### config.mk
export PLATFORM = sky130hd
export DESIGN_NAME = uart_rx_flat
export DESIGN_NICKNAME = d
export VERILOG_FILES = /design/src/rtl/uart_pkg.sv /design/src/rtl/uart_rx_if.sv /design/src/rtl/sync_2ff.sv /design/src/rtl/uart_rx.sv /design/src/flat_wrapper.sv
export SDC_FILE = /design/constraint.sdc
export NUM_CORES = 1
export LEC_CHECK = 0
export ABC_AREA = 1
export BUFFER_PORTS_ARGS = -buffer_cell sky130_fd_sc_hd__buf_2
export CORE_MARGIN = 2
export CORE_UTILIZATION = 40
export DETAILED_ROUTE_END_ITERATION = 16
export SYNTH_ARGS = -nofsm -noshare
export SYNTH_HDL_FRONTEND = slang
export SYNTH_SLANG_ARGS = --single-unit
### constraint.sdc
create_clock -name clk -period 2.4 [get_ports clk]
set_clock_uncertainty 0.15 [all_clocks]
set_input_delay 0.24 -clock clk [delete_from_list [all_inputs] [get_ports clk]]
set_output_delay 0.24 -clock clk [all_outputs]
set_load 0.03 [all_outputs]
### src/rtl/uart_pkg.sv
// Shared UART definitions: receiver state encoding and frame geometry.
// The frame geometry is common to the transmitter and the receiver.
package uart_pkg;

  localparam int DATA_BITS = 8;
  localparam int STOP_BITS = 1;

  localparam logic [2:0] ST_IDLE      = 3'd0;
  localparam logic [2:0] ST_START     = 3'd1;
  localparam logic [2:0] ST_DATA      = 3'd2;
  localparam logic [2:0] ST_PARITY    = 3'd3;
  localparam logic [2:0] ST_STOP      = 3'd4;
  localparam logic [2:0] ST_WAIT_HIGH = 3'd5;

endpackage

### src/rtl/uart_rx_if.sv
// Receive-side holding register handshake plus error event pulses.
// master = receiver (producer), slave = memory-mapped IO logic (consumer).
interface uart_rx_if;
  import uart_pkg::*;

  logic [DATA_BITS-1:0] rx_data;
  logic                 rx_valid;
  logic                 rx_ready;
  logic                 frame_err;
  logic                 overrun;
  logic                 parity_err;

  modport master (
    output rx_data,
    output rx_valid,
    input  rx_ready,
    output frame_err,
    output overrun,
    output parity_err
  );

  modport slave (
    input  rx_data,
    input  rx_valid,
    output rx_ready,
    input  frame_err,
    input  overrun,
    input  parity_err
  );

endinterface

### src/rtl/sync_2ff.sv
// Two-flop synchronizer for a single asynchronous input, with a selectable
// reset value so idle-high lines do not look active coming out of reset.
module sync_2ff #(
  parameter logic RESET_VAL = 1'b1
) (
  input  logic clk,
  input  logic resetn,
  input  logic d,
  output logic q
);

  logic meta;

  always_ff @(posedge clk or negedge resetn) begin
    if (!resetn) begin
      meta <= RESET_VAL;
      q    <= RESET_VAL;
    end else begin
      meta <= d;
      q    <= meta;
    end
  end

endmodule

### src/rtl/uart_rx.sv
// UART receiver: 8N1 (or 8E1 with UART_RX_PARITY_EN defined), mid-bit
// sampling, valid/ready holding register, single-cycle error pulses.
module uart_rx
  import uart_pkg::*;
#(
  parameter int CLK_FREQ_HZ = 25_000_000,
  parameter int BAUD_RATE   = 115200
) (
  input  logic      clk,
  input  logic      resetn,
  input  logic      rxd,
  uart_rx_if.master rx_bus
);

  localparam int CLKS_PER_BIT = CLK_FREQ_HZ / BAUD_RATE;
  localparam int HALF_BIT     = CLKS_PER_BIT / 2;
  localparam int CNT_W        = (CLKS_PER_BIT > 1) ? $clog2(CLKS_PER_BIT) : 1;
  localparam int IDX_W        = $clog2(DATA_BITS);

  localparam logic [CNT_W-1:0] BIT_LAST  = CNT_W'(CLKS_PER_BIT - 1);
  localparam logic [CNT_W-1:0] HALF_LAST = CNT_W'(HALF_BIT - 1);
  localparam logic [IDX_W-1:0] IDX_LAST  = IDX_W'(DATA_BITS - 1);

`ifdef UART_RX_PARITY_EN
  localparam logic [2:0] ST_AFTER_DATA = ST_PARITY;
`else
  localparam logic [2:0] ST_AFTER_DATA = ST_STOP;
`endif

  logic                 rxd_s;
  logic [2:0]           state;
  logic [2:0]           next_state;
  logic [CNT_W-1:0]     cnt;
  logic [IDX_W-1:0]     bit_idx;
  logic [DATA_BITS-1:0] shift_reg;
  logic                 bit_tick;
  logic                 half_tick;
  logic                 stop_sample;
  logic                 frame_ok;
  logic                 consume;

  logic [DATA_BITS-1:0] data_q;
  logic                 valid_q;
  logic                 frame_err_q;
  logic                 overrun_q;

  sync_2ff #(
    .RESET_VAL(1'b1)
  ) u_sync (
    .clk    (clk),
    .resetn (resetn),
    .d      (rxd),
    .q      (rxd_s)
  );

  assign bit_tick    = (cnt == BIT_LAST);
  assign half_tick   = (cnt == HALF_LAST);
  assign stop_sample = (state == ST_STOP) && bit_tick;
  assign consume     = valid_q && rx_bus.rx_ready;

  always_comb begin
    next_state = state;
    case (state)
      ST_IDLE:      if (!rxd_s) next_state = ST_START;
      ST_START:     if (half_tick) next_state = rxd_s ? ST_IDLE : ST_DATA;
      ST_DATA:      if (bit_tick && (bit_idx == IDX_LAST)) next_state = ST_AFTER_DATA;
`ifdef UART_RX_PARITY_EN
      ST_PARITY:    if (bit_tick) next_state = ST_STOP;
`endif
      ST_STOP:      if (bit_tick) next_state = rxd_s ? ST_IDLE : ST_WAIT_HIGH;
      ST_WAIT_HIGH: if (rxd_s) next_state = ST_IDLE;
      default:      next_state = ST_IDLE;
    endcase
  end

  // Counter restarts on every state change so each state times from its own entry.
  always_ff @(posedge clk or negedge resetn) begin
    if (!resetn) begin
      state <= ST_IDLE;
      cnt   <= '0;
    end else begin
      state <= next_state;
      if (next_state != state)
        cnt <= '0;
      else if ((state == ST_IDLE) || (state == ST_WAIT_HIGH) || bit_tick)
        cnt <= '0;
      else
        cnt <= cnt + 1'b1;
    end
  end

  always_ff @(posedge clk or negedge resetn) begin
    if (!resetn) begin
      bit_idx   <= '0;
      shift_reg <= '0;
    end else begin
      if ((state == ST_START) && half_tick)
        bit_idx <= '0;
      else if ((state == ST_DATA) && bit_tick) begin
        shift_reg <= {rxd_s, shift_reg[DATA_BITS-1:1]};
        bit_idx   <= bit_idx + 1'b1;
      end
    end
  end

`ifdef UART_RX_PARITY_EN
  logic parity_bad;
  logic parity_err_q;

  // Mismatch is remembered until the stop sample so all error pulses line up.
  always_ff @(posedge clk or negedge resetn) begin
    if (!resetn) begin
      parity_bad   <= 1'b0;
      parity_err_q <= 1'b0;
    end else begin
      parity_err_q <= 1'b0;
      if ((state == ST_PARITY) && bit_tick)
        parity_bad <= (rxd_s != (^shift_reg));
      if (stop_sample)
        parity_err_q <= parity_bad;
    end
  end

  assign frame_ok          = stop_sample && rxd_s && !parity_bad;
  assign rx_bus.parity_err = parity_err_q;
`else
  assign frame_ok          = stop_sample && rxd_s;
  assign rx_bus.parity_err = 1'b0;
`endif

  // A completing frame wins over a pure consume; a full, unconsumed register drops it.
  always_ff @(posedge clk or negedge resetn) begin
    if (!resetn) begin
      data_q      <= '0;
      valid_q     <= 1'b0;
      frame_err_q <= 1'b0;
      overrun_q   <= 1'b0;
    end else begin
      frame_err_q <= stop_sample && !rxd_s;
      overrun_q   <= 1'b0;
      if (frame_ok) begin
        if (!valid_q || rx_bus.rx_ready) begin
          data_q  <= shift_reg;
          valid_q <= 1'b1;
        end else begin
          overrun_q <= 1'b1;
        end
      end else if (consume) begin
        valid_q <= 1'b0;
      end
    end
  end

  assign rx_bus.rx_data   = data_q;
  assign rx_bus.rx_valid  = valid_q;
  assign rx_bus.frame_err = frame_err_q;
  assign rx_bus.overrun   = overrun_q;

endmodule
### src/flat_wrapper.sv
// flat-port wrapper written by rule: the top's interface ports become plain ports
module uart_rx_flat import uart_pkg::*;
#(
  parameter int CLK_FREQ_HZ = 25_000_000,
  parameter int BAUD_RATE   = 115200
)
  (clk, resetn, rxd, rx_bus_rx_data, rx_bus_rx_valid, rx_bus_rx_ready, rx_bus_frame_err, rx_bus_overrun, rx_bus_parity_err);
  uart_rx_if rx_bus_i ();
  input  logic clk;
  input  logic resetn;
  input  logic rxd;
  output wire logic [$bits(rx_bus_i.rx_data)-1:0] rx_bus_rx_data;
  output wire logic [$bits(rx_bus_i.rx_valid)-1:0] rx_bus_rx_valid;
  input wire logic [$bits(rx_bus_i.rx_ready)-1:0] rx_bus_rx_ready;
  output wire logic [$bits(rx_bus_i.frame_err)-1:0] rx_bus_frame_err;
  output wire logic [$bits(rx_bus_i.overrun)-1:0] rx_bus_overrun;
  output wire logic [$bits(rx_bus_i.parity_err)-1:0] rx_bus_parity_err;
  assign rx_bus_rx_data = rx_bus_i.rx_data;
  assign rx_bus_rx_valid = rx_bus_i.rx_valid;
  assign rx_bus_i.rx_ready = rx_bus_rx_ready;
  assign rx_bus_frame_err = rx_bus_i.frame_err;
  assign rx_bus_overrun = rx_bus_i.overrun;
  assign rx_bus_parity_err = rx_bus_i.parity_err;
  uart_rx #(.CLK_FREQ_HZ(CLK_FREQ_HZ), .BAUD_RATE(BAUD_RATE)) u_core (.clk(clk), .resetn(resetn), .rxd(rxd), .rx_bus(rx_bus_i));
endmodule
==> metrics.txt <==
outcome=complete, no violations; Fill cells=394; initial core utilization=41.4%; Seq/Total Area, Yosys=53.0%; Synth area leaders=dfrtp_1 (50%), nand2_1 (9.7%), inv_1 (5.9%); Syn Std Cell Area=1660 sq um; reg2reg path depth=7; largest area contributor in the netlist=dfrtp_1; pin count of the biggest net entering global routing=36; Power Density=570 nW/um^2; Seq cells post-synth=35; count leader, synth=nand2_1; Max Cap Violations=0; Setup crit end kind=flip-flop; Via density=4.81; nets=219; slew of the pin with the lowest slew margin=762 ps; vias=1259; Post-DRT Antenna Nets=0; vias in the first global route=1154; Worst R2R Start=u_core.cnt[0]; area of the multi-input gates=659 sq um; ANT cells=0; FF-to-FF End=u_core.bit_idx[2]; crit path launch type=flip-flop; Post-synth EDFFs=0; Synth top area share=49.8%; Slew Limit Fails=0; clock tree from TritonCTS=done; Fin Setup TNS=0 ps; RSZ-0062 raised after global routing=no; LEAKAGE=0.954 nW; asr flop ratio synth=100%; f_max=0.515 GHz; drt wl/cell=10.9 microns; Final min period=1940 ps; Hold Path Cell Cnt=4; worst-skew pair later-pin latency=280 ps; Rel. slew slack=49.2%; Worst-path clk slew=70 ps; GRT Total Usage=14.5%; Sink Count=35; top post-synthesis cells by count=nand2_1 (43), dfrtp_1 (33), inv_1 (26), nor2_1 (18); Die X=68.4 microns; dpl hpwl=2030 microns; Synth Area per Inst=8.67 sq um; Cell Rows=23; hold_sp=rx_bus_rx_ready; Final Util=47.4%; peak supply drop=0.000394 V; Synth Flop Type=dfrtp_1; drt first pass iters=4; Yosys Warn Count=0; Hold EP=u_core.rx_bus.overrun; worst min path class=input pin to flip-flop; post-synth cell types=25; Tcrit/Tclk final=80.9%; Setup CP Type=flip-flop to flip-flop; ratio of cells with drive above 1 in the final layout=17.0%; IO Port Bufs=14; worst path required time=2400 ps; initial antenna violation count=0; grt ovf=0; H-tree levels=2; internal reg-to-reg setup slack=460 ps; CTS root buf=clkbuf_8; Synth Instances=191; CP arrival=1950 ps; Longest Clk Path Bufs=2; 1st-iter DRT viols=104; # DRC=0; final setup violation count=0; cts bufs inserted=5; first-pass GRT wire length=4920 microns; Fin. Hold Viols=0; area grow syn2layout=14.4%; Core ar.=4000 sq um; GPL Wtd Cong=0.808; Synth Net Count=199; Die ar.=4670 sq um; Sequential Area=878 sq um; Die Height=68.4 microns; drt total wl=2840 microns; # IOs=16; CP Max Fanout=19
## report_power, final
| part | switching, mW | total [mW] | internal, mW | leakage, nW |
|---|---|---|---|---|
| sequential | 0.00153 | 0.594 | 0.593 | 0.467 |
| combinational | 0.0147 | 0.0188 | 0.00409 | 0.436 |
| clock | 0.207 | 0.467 | 0.261 | 0.0505 |
## worst max-delay path, cell delays in order, from the launching register on
cell and delay (ps):
dfrtp_1 380, inv_1 90, ha_1 180, nand4_1 220, nor2_8 200, nand2_2 220
o21ai_0 240, o21ai_0 130
## cell usage in the layout (no fill, tap or decap), drive strengths merged
| master | instances |
|---|---|
| dfstp | 2 |
| conb | 1 |
| nor2 | 20 |
| inv | 27 |
| o21ai | 20 |
| nand2 | 47 |
| or2 | 2 |
| dfrtp | 33 |
| ha | 4 |
| clkbuf | 7 |
| nand3 | 18 |
| clkinvlp | 1 |
| a21oi | 2 |
| mux2i | 1 |
| buf | 14 |
| o21bai | 1 |
| nor3 | 4 |
| nand4 | 6 |
| dlygate4sd3 | 2 |
## final cells by class
cell class              instances  area share (%)
inverters                      27            5.35
flip-flops and latches         35            46.3
repair buffers                 16            4.75
clock buffers                   7            5.08
multi-input cells             126            34.8
clock inverters                 1           0.396
well taps                      50            3.30
## kinds of logic after synthesis
family,Yosys count,synth area share (%)
simple gates,97,28.9
flops,35,53.0
buf+inv,30,7.17
compound gates,23,7.10
fa+ha+maj,4,3.02
mux,1,0.604
other cells,1,0.226
## metrics by stage
step	worst slack (ps)	instances	area (sq um)	hold WS [ps]	power (mW)
after floorplan	737	191	1660	-206	0.610
after global placement	543	252	1770	195	0.623
after detailed placement	452	252	1770	196	0.623
after CTS	437	262	1900	169	1.10
after global routing	299	262	1900	204	1.13
final	458	262	1900	172	1.08
## what timing repair did
action                    CTS  global route
hold endpoints to repair   34             0
resized for setup           0             0
hold buffers                2             0
buffers inserted            0             0
## routing by layer
metal | routed length (microns) | part of all wire [%] | vias up | GRT usage [%]
met5 | 0 | 0 | - | 0
met4 | 59 | 2.1 | 0 | 6.75
li1 | - | - | 648 | -
met2 | 1210 | 43 | 26 | 21.6
met1 | 1460 | 51 | 579 | 19.2
met3 | 112 | 3.9 | 6 | 4.44
## worst max-delay path by stage
stage                  startpoint                  end  slack, ps  cells after the start
floorplan           u_core.cnt[0]  u_core.shift_reg[7]        740                      8
global placement    u_core.cnt[0]    u_core.bit_idx[0]        540                      7
detailed placement  u_core.cnt[0]    u_core.bit_idx[2]        450                      7
CTS                 u_core.cnt[0]    u_core.bit_idx[2]        440                      7
global route        u_core.cnt[0]    u_core.bit_idx[0]        300                      7
finish              u_core.cnt[0]    u_core.bit_idx[2]        460                      7
(Power assumes the default switching activity.)
